<file path="config.mk">
export PLATFORM = sky130hd
export DESIGN_NAME = vending_input_conditioner_flat
export DESIGN_NICKNAME = d
export VERILOG_FILES = /design/src/rtl/vending_input_conditioner_pkg.sv /design/src/rtl/vending_input_conditioner_if.sv /design/src/rtl/vic_debounce_ch.sv /design/src/rtl/vending_input_conditioner.sv /design/src/flat_wrapper.sv
export SDC_FILE = /design/constraint.sdc
export NUM_CORES = 1
export LEC_CHECK = 0
export ABC_AREA = 1
export CAP_MARGIN = 10
export CORE_UTILIZATION = 48
export DETAILED_ROUTE_END_ITERATION = 10
export PLACE_DENSITY = 0.71
export SLEW_MARGIN = 15
export SYNTH_ARGS = -nofsm -noshare
export SYNTH_HDL_FRONTEND = slang
export SYNTH_SLANG_ARGS = --single-unit
export TNS_END_PERCENT = 1
</file>
<file path="constraint.sdc">
create_clock -name clk -period 1.1 [get_ports clk]
set_clock_uncertainty 0.2 [all_clocks]
set_input_delay 0.11 -clock clk [delete_from_list [all_inputs] [get_ports clk]]
set_output_delay 0.11 -clock clk [all_outputs]
set_load 0.02 [all_outputs]
</file>
<file path="src/rtl/vending_input_conditioner_pkg.sv">
// Shared constants and issue-priority helper for the vending input conditioner.
// Channel indices here match the controller bench's view of the event vector.
package vending_input_conditioner_pkg;

    localparam int CH_COIN = 0;
    localparam int CH_SEL1 = 1;
    localparam int CH_SEL2 = 2;
    localparam int NUM_CH  = 3;

    localparam int DEF_DEBOUNCE_CYCLES = 4;
    localparam int DEF_HOLDOFF         = 2;

    typedef logic [NUM_CH-1:0] ch_mask_t;

    // Coin wins outright; two pending selects go out together so the FSM sees a no-op.
    function automatic ch_mask_t pick_issue(input ch_mask_t pend);
        ch_mask_t sel;
        sel = '0;
        if (pend[CH_COIN]) begin
            sel[CH_COIN] = 1'b1;
        end else if (pend[CH_SEL1] && pend[CH_SEL2]) begin
            sel[CH_SEL1] = 1'b1;
            sel[CH_SEL2] = 1'b1;
        end else if (pend[CH_SEL1]) begin
            sel[CH_SEL1] = 1'b1;
        end else if (pend[CH_SEL2]) begin
            sel[CH_SEL2] = 1'b1;
        end
        return sel;
    endfunction

endpackage

</file>
<file path="src/rtl/vending_input_conditioner_if.sv">
// Raw sensor lines in, clean event pulses and status out.
// master drives the raw lines (board / bench); slave is the conditioner.
interface vending_input_conditioner_if;
    logic coin_raw;
    logic btn1_raw;
    logic btn2_raw;
    logic quarter_in;
    logic select1;
    logic select2;
    logic event_dropped;
    logic busy;

    modport master (
        output coin_raw, btn1_raw, btn2_raw,
        input  quarter_in, select1, select2, event_dropped, busy
    );

    modport slave (
        input  coin_raw, btn1_raw, btn2_raw,
        output quarter_in, select1, select2, event_dropped, busy
    );
endinterface

</file>
<file path="src/rtl/vic_debounce_ch.sv">
// One input channel: 2-flop sync, debounce, arming and rising-edge strobe.
// Strobe appears DEBOUNCE_CYCLES+1 edges after raw is first sampled high; no backpressure.
module vic_debounce_ch #(
    parameter int DEBOUNCE_CYCLES = 4
) (
    input  logic clk,
    input  logic reset,
    input  logic raw,
    output logic rise
);
    localparam int CW = $clog2(DEBOUNCE_CYCLES);
    localparam logic [CW-1:0] CNT_LAST = CW'(DEBOUNCE_CYCLES - 1);

    logic          sync_1;
    logic          sync;
    logic [1:0]    fill;
    logic          db;
    logic          db_prev;
    logic          armed;
    logic [CW-1:0] cnt;

    // fill marks when sync holds a real post-reset sample, so a line held high
    // through reset never looks low and never arms the channel.
    always_ff @(posedge clk) begin
        if (reset) begin
            sync_1  <= 1'b0;
            sync    <= 1'b0;
            fill    <= 2'b00;
            db      <= 1'b0;
            db_prev <= 1'b0;
            armed   <= 1'b0;
            cnt     <= '0;
        end else begin
            sync_1  <= raw;
            sync    <= sync_1;
            fill    <= {fill[0], 1'b1};
            db_prev <= db;
            if (sync == db) begin
                cnt <= '0;
            end else if (cnt == CNT_LAST) begin
                db  <= sync;
                cnt <= '0;
            end else begin
                cnt <= cnt + 1'b1;
            end
            if (fill[1] && !sync && !db) begin
                armed <= 1'b1;
            end
        end
    end

    assign rise = db & ~db_prev & armed;

endmodule

</file>
<file path="src/rtl/vending_input_conditioner.sv">
// Conditions coin/button lines into spaced 1-cycle event pulses, one pending flag per channel.
// Idle latency DEBOUNCE_CYCLES+3 edges; holdoff delays but never drops a pending event.
module vending_input_conditioner
    import vending_input_conditioner_pkg::*;
#(
    parameter int DEBOUNCE_CYCLES = DEF_DEBOUNCE_CYCLES,
    parameter int HOLDOFF         = DEF_HOLDOFF
) (
    input logic clk,
    input logic reset,
    vending_input_conditioner_if.slave io
);
    localparam int HW = $clog2(HOLDOFF + 1);
    localparam logic [HW-1:0] HOLD_LOAD = HW'(HOLDOFF);

    ch_mask_t      raw;
    ch_mask_t      rise;
    ch_mask_t      pending;
    ch_mask_t      issue;
    ch_mask_t      dropped;
    logic [HW-1:0] hold;
    logic          quarter_q;
    logic          select1_q;
    logic          select2_q;
    logic          dropped_q;

    assign raw = {io.btn2_raw, io.btn1_raw, io.coin_raw};

    for (genvar i = 0; i < NUM_CH; i++) begin : g_ch
        vic_debounce_ch #(
            .DEBOUNCE_CYCLES(DEBOUNCE_CYCLES)
        ) u_ch (
            .clk   (clk),
            .reset (reset),
            .raw   (raw[i]),
            .rise  (rise[i])
        );
    end

    always_comb begin
        issue = '0;
        if (hold == '0) begin
            issue = pick_issue(pending);
        end
    end

    // A flag being issued this cycle is free to take the new edge, so only a
    // flag that stays set turns an incoming edge into a drop.
    assign dropped = rise & pending & ~issue;

    always_ff @(posedge clk) begin
        if (reset) begin
            pending   <= '0;
            hold      <= '0;
            quarter_q <= 1'b0;
            select1_q <= 1'b0;
            select2_q <= 1'b0;
            dropped_q <= 1'b0;
        end else begin
            pending   <= (pending & ~issue) | rise;
            quarter_q <= issue[CH_COIN];
            select1_q <= issue[CH_SEL1];
            select2_q <= issue[CH_SEL2];
            dropped_q <= |dropped;
            if (|issue) begin
                hold <= HOLD_LOAD;
            end else if (hold != '0) begin
                hold <= hold - 1'b1;
            end
        end
    end

    assign io.quarter_in    = quarter_q;
    assign io.select1       = select1_q;
    assign io.select2       = select2_q;
    assign io.event_dropped = dropped_q;
    assign io.busy          = (|pending) || (hold != '0);

endmodule

</file>
<file path="src/flat_wrapper.sv">
// flat-port wrapper written by rule: the top's interface ports become plain ports
module vending_input_conditioner_flat import vending_input_conditioner_pkg::*;
#(
    parameter int DEBOUNCE_CYCLES = DEF_DEBOUNCE_CYCLES,
    parameter int HOLDOFF         = DEF_HOLDOFF
)
  (clk, reset, io_coin_raw, io_btn1_raw, io_btn2_raw, io_quarter_in, io_select1, io_select2, io_event_dropped, io_busy);
  vending_input_conditioner_if io_i ();
  input logic clk;
  input logic reset;
  input wire logic [$bits(io_i.coin_raw)-1:0] io_coin_raw;
  input wire logic [$bits(io_i.btn1_raw)-1:0] io_btn1_raw;
  input wire logic [$bits(io_i.btn2_raw)-1:0] io_btn2_raw;
  output wire logic [$bits(io_i.quarter_in)-1:0] io_quarter_in;
  output wire logic [$bits(io_i.select1)-1:0] io_select1;
  output wire logic [$bits(io_i.select2)-1:0] io_select2;
  output wire logic [$bits(io_i.event_dropped)-1:0] io_event_dropped;
  output wire logic [$bits(io_i.busy)-1:0] io_busy;
  assign io_i.coin_raw = io_coin_raw;
  assign io_i.btn1_raw = io_btn1_raw;
  assign io_i.btn2_raw = io_btn2_raw;
  assign io_quarter_in = io_i.quarter_in;
  assign io_select1 = io_i.select1;
  assign io_select2 = io_i.select2;
  assign io_event_dropped = io_i.event_dropped;
  assign io_busy = io_i.busy;
  vending_input_conditioner #(.DEBOUNCE_CYCLES(DEBOUNCE_CYCLES), .HOLDOFF(HOLDOFF)) u_core (.clk(clk), .reset(reset), .io(io_i));
endmodule
</file>
After elaboration in Yosys (flattened, before gate mapping)
Cells that the tools add are included.

Bits in read-only memories: 0. Input bits: 5. Output and inout port bits: 5. Logic and storage cells: 97. Memory bits (writable): 0. Latch bits: 0. Flip-flop bits (word level): 36. Memories kept: 0.

Add/sub/neg operators: 4. Eq/ne operators: 6. Shift operators: 0. Divide/modulo/power cells: 0. Reductions and logical operators: 27. Bitwise gates (word level): 17. Magnitude comparators: 0. Mux-type cells: 12. Multipliers: 0.

Operator list (count): $reduce_or 3->1 (6); $and 3x3->3 (3); $mux 2 (4); $logic_and 1x1->1 (7); $mux 1 (7); $add 2x1->2 const B (3); $and 1x1->1 (6); $eq 2x2->1 const B (3); $logic_not 1->1 (6); $not 1->1 (6); $reduce_and 2->1 (3); $reduce_bool 2->1 (2); $reduce_or 4->1 (1); $eq 1x1->1 (3); $mux 3 (1); $not 3->3 (1); $or 3x3->3 (1); $logic_not 2->1 (1); $sub 2x1->2 const B (1); $logic_or 1x1->1 (1).

Longest topological paths before layout
Depth in word-level cells: 8. Gate-level depth with buffers: 6. Mapped depth without buffers: 6.

By module
From an unflattened synthesis, not the netlist that was laid out.

Cells, all modules: 146. Area, all modules: 1242.4 um^2.

Modules (own cells, without submodules): vic_debounce_ch (instances 3, seq. area each 180.2 um^2, cells an instance 34, area an instance 296.5 um^2); vending_input_conditioner (instances 1, seq. area each 180.2 um^2, cells an instance 44, area an instance 352.8 um^2).

Worst setup path after synthesis
OpenSTA, ideal clock, no wires.

Path kind: register to register. From: register u_core.g_ch[0].u_ch.cnt[0]. To: register u_core.g_ch[0].u_ch.cnt[0]. Slack: 0.020 ns. Buffers on the path: 0. Arrival: 0.816 ns. Stages on the path, launching flop included: 5. Library setup time: 0.064 ns. Clock period less this slack: 1.080 ns. Cells stage by stage: dfxtp_1 > ha_1 > nor3_2 > o21ai_1 > nor2_1.

Longest elaborated chain between the ends: 2. Elaborated cells between the ends (all ways): 3. Classes of those cells: 1 x add/sub; 1 x eq/ne; 1 x reduce/logical.

RTL lines: start: declaration (line vic_debounce_ch.sv:20) `logic [CW-1:0] cnt;`; start signal: assignment (line vic_debounce_ch.sv:44) `cnt <= cnt + 1'b1;`; $eq 2x2->1 (line vic_debounce_ch.sv:40) `end else if (cnt == CNT_LAST) begin`; $reduce_or 3->1 (no source line).

Several ways; a longest one is shown, not always the timed one. A chain may end at the register's enable or synchronous reset.

Final worst setup path
From: register u_core.pending[0]. To: output io_busy.

Longest elaborated chain between the ends: 2.

RTL lines: start: declaration (line vending_input_conditioner.sv:18) `ch_mask_t pending;`; start signal: assignment (line vending_input_conditioner.sv:60) `pending <= (pending & ~issue) | rise;`; $reduce_or 3->1 (line vending_input_conditioner.sv:77) `assign io.busy = (|pending) || (hold != '0);`; $logic_or 1x1->1 (line vending_input_conditioner.sv:77); end: declaration (line flat_wrapper.sv:18) `output wire logic [$bits(io_i.busy)-1:0] io_busy;`.

Every way passes these cells.

==> metrics.txt <==
# TYPE chip_impl_metric gauge
chip_impl_metric{name="design_power_total",unit="mW"} 1.87
chip_impl_metric{name="die_w",unit="um"} 49.9
chip_impl_metric{name="post_synth_num_cell_types",unit=""} 18
chip_impl_metric{name="worstMarginPinSlew",unit="ps"} 297
chip_impl_info{name="worstSetupPathType",value="reg2out"} 1
chip_impl_metric{name="place_hpwl",unit="mm"} 1.41
chip_impl_metric{name="synth_adder_area_share",unit="%"} 3.41
chip_impl_metric{name="core_region_area",unit="sq um"} 2060
chip_impl_info{name="worst_hold_path_type",value="in2reg"} 1
chip_impl_metric{name="power_density",unit="nW/um^2"} 1300
chip_impl_info{name="worst_setup_path_end_kind",value="output port"} 1
chip_impl_metric{name="fin_worst_hold_slack",unit="ps"} 95.4
chip_impl_metric{name="wl_per_cell",unit="um"} 11.4
chip_impl_info{name="status",value="finished, violations left"} 1
chip_impl_metric{name="gp_congestion",unit=""} 0.698
chip_impl_metric{name="critical_path.max_fanout",unit=""} 2
chip_impl_metric{name="track_usage",unit="%"} 18.8
chip_impl_metric{name="max_freq",unit="GHz"} 0.714
chip_impl_metric{name="numClockSinks",unit=""} 32
chip_impl_metric{name="synth.area.mux_share",unit="%"} 0
chip_impl_metric{name="synth_xor_area_share",unit="%"} 0
chip_impl_metric{name="area_delta_synth_final",unit="%"} 30.5
chip_impl_metric{name="synth_top_cell_area_share",unit="%"} 58.2
chip_impl_metric{name="synth_area_per_cell",unit="sq um"} 8.81
chip_impl_metric{name="drt-pass1-iter-count",unit=""} 4
chip_impl_info{name="violations",value="setup timing"} 1
chip_impl_metric{name="finalWorstSetupSlack",unit="ps"} -300
chip_impl_metric{name="io_pins",unit=""} 10
chip_impl_metric{name="worst_slew_margin_rel",unit="%"} 80.1
chip_impl_metric{name="slew_viol_final",unit=""} 0
chip_impl_metric{name="buffer_ports.inserted",unit=""} 9
chip_impl_metric{name="min_period",unit="ps"} 1400
chip_impl_metric{name="syn_area",unit="sq um"} 1100
chip_impl_info{name="setup.worst_path.start_class",value="flip-flop"} 1
chip_impl_metric{name="htreeDepth",unit=""} 2
chip_impl_metric{name="final_layout_size_suffix_gt1_share",unit="%"} 33.1
chip_impl_info{name="unrepaired_setup_endpoints_after_global_routing",value="yes"} 1
chip_impl_metric{name="post_drt_via_cell_ratio",unit=""} 4.80
chip_impl_info{name="main_combinational_cell_family_by_area_after_synthesis",value="simple AND/OR/NAND/NOR gates"} 1
chip_impl_metric{name="num_vias",unit=""} 855
chip_impl_metric{name="cp_data_required_time",unit="ps"} 790
chip_impl_metric{name="grt_antenna_before_repair",unit=""} 0
chip_impl_metric{name="p_leak",unit="nW"} 0.624
chip_impl_metric{name="drt-initial-drc-count",unit=""} 13
chip_impl_metric{name="clock_insertion_delay_worst_skew",unit="ps"} 320
chip_impl_metric{name="synth_fp_nets",unit=""} 133
chip_impl_metric{name="nFillCells",unit=""} 165
chip_impl_metric{name="synth_warnings",unit=""} 0
chip_impl_info{name="cts_root_buf",value="sky130_fd_sc_hd__clkbuf_4"} 1
chip_impl_metric{name="max_cap_violations",unit=""} 0
chip_impl_metric{name="arrival",unit="ps"} 1090
chip_impl_metric{name="ant_cells",unit=""} 0
chip_impl_metric{name="ir_worst_vdd",unit="V"} 0.000860
chip_impl_metric{name="clk_path_buf_depth",unit=""} 2
chip_impl_metric{name="synth-seq-cells",unit=""} 32
chip_impl_info{name="layout.cells.most_common",value="sky130_fd_sc_hd__nor2_1"} 1
chip_impl_metric{name="gr_overflow_total",unit=""} 0
chip_impl_metric{name="die_y",unit="um"} 49.9
chip_impl_info{name="cts_tree",value="built"} 1
chip_impl_metric{name="rows",unit=""} 16
chip_impl_metric{name="first_global_vias",unit=""} 862
chip_impl_metric{name="final.period_utilization",unit="%"} 127
chip_impl_info{name="layout_common_cells",value="31 x sky130_fd_sc_hd__nor2_1, 24 x sky130_fd_sc_hd__dfxtp_1, 18 x sky130_fd_sc_hd__inv_1, 11 x sky130_fd_sc_hd__buf_4, 10 x sky130_fd_sc_hd__nand2_1"} 1
chip_impl_metric{name="synth-compound-area-share",unit="%"} 6.82
chip_impl_metric{name="route.final.wire_length",unit="mm"} 2.03
chip_impl_info{name="yosysTopAreaCell",value="sky130_fd_sc_hd__dfxtp_1"} 1
chip_impl_metric{name="grt_start_max_net_pins",unit=""} 10
chip_impl_metric{name="cts_inserted_buffers",unit=""} 5
chip_impl_metric{name="die-area",unit="sq um"} 2490
chip_impl_metric{name="synthesized_area_fraction_occupied_by_and_or_nand_nor_cells",unit="%"} 23.6
chip_impl_metric{name="first_pass_grt_wire_length",unit="mm"} 3.35
chip_impl_metric{name="start_util",unit="%"} 53.4
chip_impl_metric{name="setup_violations",unit=""} 11
chip_impl_metric{name="worst_setup_hold_path_clk_slew",unit="ps"} 90
chip_impl_metric{name="post_synth_inst_count",unit=""} 125
chip_impl_metric{name="seq_area_frac_synth",unit="%"} 58.2
chip_impl_info{name="synthTopCellsByArea",value="sky130_fd_sc_hd__dfxtp_1 58%, sky130_fd_sc_hd__nor2_1 11%, sky130_fd_sc_hd__inv_1 6.1%"} 1
chip_impl_metric{name="nets",unit=""} 159
chip_impl_metric{name="timing.final.hold_violations",unit=""} 0
chip_impl_metric{name="post-route-drc-count",unit=""} 0
chip_impl_metric{name="ant_nets",unit=""} 0
worst max-delay path, cell delays in order, from the launching register on:
cell                      delay [ps]
sky130_fd_sc_hd__dfxtp_2         350
sky130_fd_sc_hd__nor3_4          190
sky130_fd_sc_hd__nand2_1         100
sky130_fd_sc_hd__buf_6           140
routing by layer:
metal  vias up  part of all wire (%)  track usage, %
met4         0                   3.5            13.3
met3        10                   3.0            5.56
li1        435                     -               -
met5         -                     0               0
met2        16                    53            35.1
met1       394                    40            16.9
sequential cells by signal, indices dropped and copies added, names as in the netlist, 3 cells and up:
signal and flops:
u_core.pending 3, u_core.g_ch.u_ch.sync 3, u_core.g_ch.u_ch.cnt 6, u_core.g_ch.u_ch.armed 3
u_core.g_ch.u_ch.db 3, u_core.g_ch.u_ch.sync_1 3, u_core.g_ch.u_ch.db_prev 3
where the power goes:
group	internal, mW	switching (mW)	leakage [nW]
Sequential	1.18	0.0126	0.265
Clock	0.235	0.354	0.0281
Combinational	0.0386	0.0433	0.332
cell type report:
class | instances | area, sq um | area share [%]
timing repair buffer | 21 | 190 | 13.2
clock inverter | 1 | 5.00 | 0.348
multi-input combinational | 72 | 444 | 30.9
tap | 27 | 33.8 | 2.35
clock buffer | 6 | 41.3 | 2.87
inverter | 19 | 71.3 | 4.97
sequential | 32 | 651 | 45.3
repair_timing:
| item | 4_1_cts | 5_1_grt |
|---|---|---|
| pin swaps | 5 | 4 |
| resized for setup | 41 | 12 |
| hold buffers | 0 | 0 |
| setup endpoints to repair | 16 | 17 |
| setup buffers | 1 | 0 |
cells in the mapped netlist:
master	number
sky130_fd_sc_hd__nand3_2	2
sky130_fd_sc_hd__inv_2	1
sky130_fd_sc_hd__nand2_4	1
sky130_fd_sc_hd__nor2_4	1
sky130_fd_sc_hd__o21ai_0	3
sky130_fd_sc_hd__nor3_2	3
sky130_fd_sc_hd__nand3_1	2
sky130_fd_sc_hd__ha_1	3
sky130_fd_sc_hd__dfxtp_1	32
sky130_fd_sc_hd__nor2_1	31
sky130_fd_sc_hd__inv_1	18
sky130_fd_sc_hd__nor2_2	3
sky130_fd_sc_hd__buf_6	1
sky130_fd_sc_hd__buf_2	1
sky130_fd_sc_hd__nand2_1	10
sky130_fd_sc_hd__a21oi_1	8
sky130_fd_sc_hd__nor3_1	1
sky130_fd_sc_hd__o21ai_1	4
logic make-up after synthesis:
family	count (synthesis)
AOI/OAI and AO/OA	15
adders and majority gates	3
buffers and inverters	21
DFF	32
and+or+nand+nor	54
per-stage QoR:
stage | cell area (sq um) | instances | utilization [%] | TNS (ps) | setup slack, ps
final | 1440 | 178 | 69.7 | -557 | -300
after global routing | 1440 | 178 | 69.7 | -1170 | -351
after CTS | 1390 | 178 | 67.5 | -561 | -286
after detailed placement | 1290 | 170 | 62.6 | -5300 | -375
after global placement | 1290 | 170 | 62.6 | -4690 | -343
after floorplan | 1100 | 125 | - | 0 | 19.9
path summary, 6_finish.rpt:
| kind | startpoint | slack (ps) | to | cells after the start |
|---|---|---|---|---|
| hold / removal | io_btn1_raw | 100 | u_core.g_ch[1].u_ch.sync_1 | 3 |
| setup / recovery | u_core.pending[0] | -300 | io_busy | 3 |
| hold reg to reg | u_core.g_ch[1].u_ch.sync_1 | 210 | u_core.g_ch[1].u_ch.sync | 2 |
| setup reg to reg | u_core.hold[0] | -100 | u_core.io.event_dropped | 7 |
No activity file was read; power rests on OpenSTA's default activity.
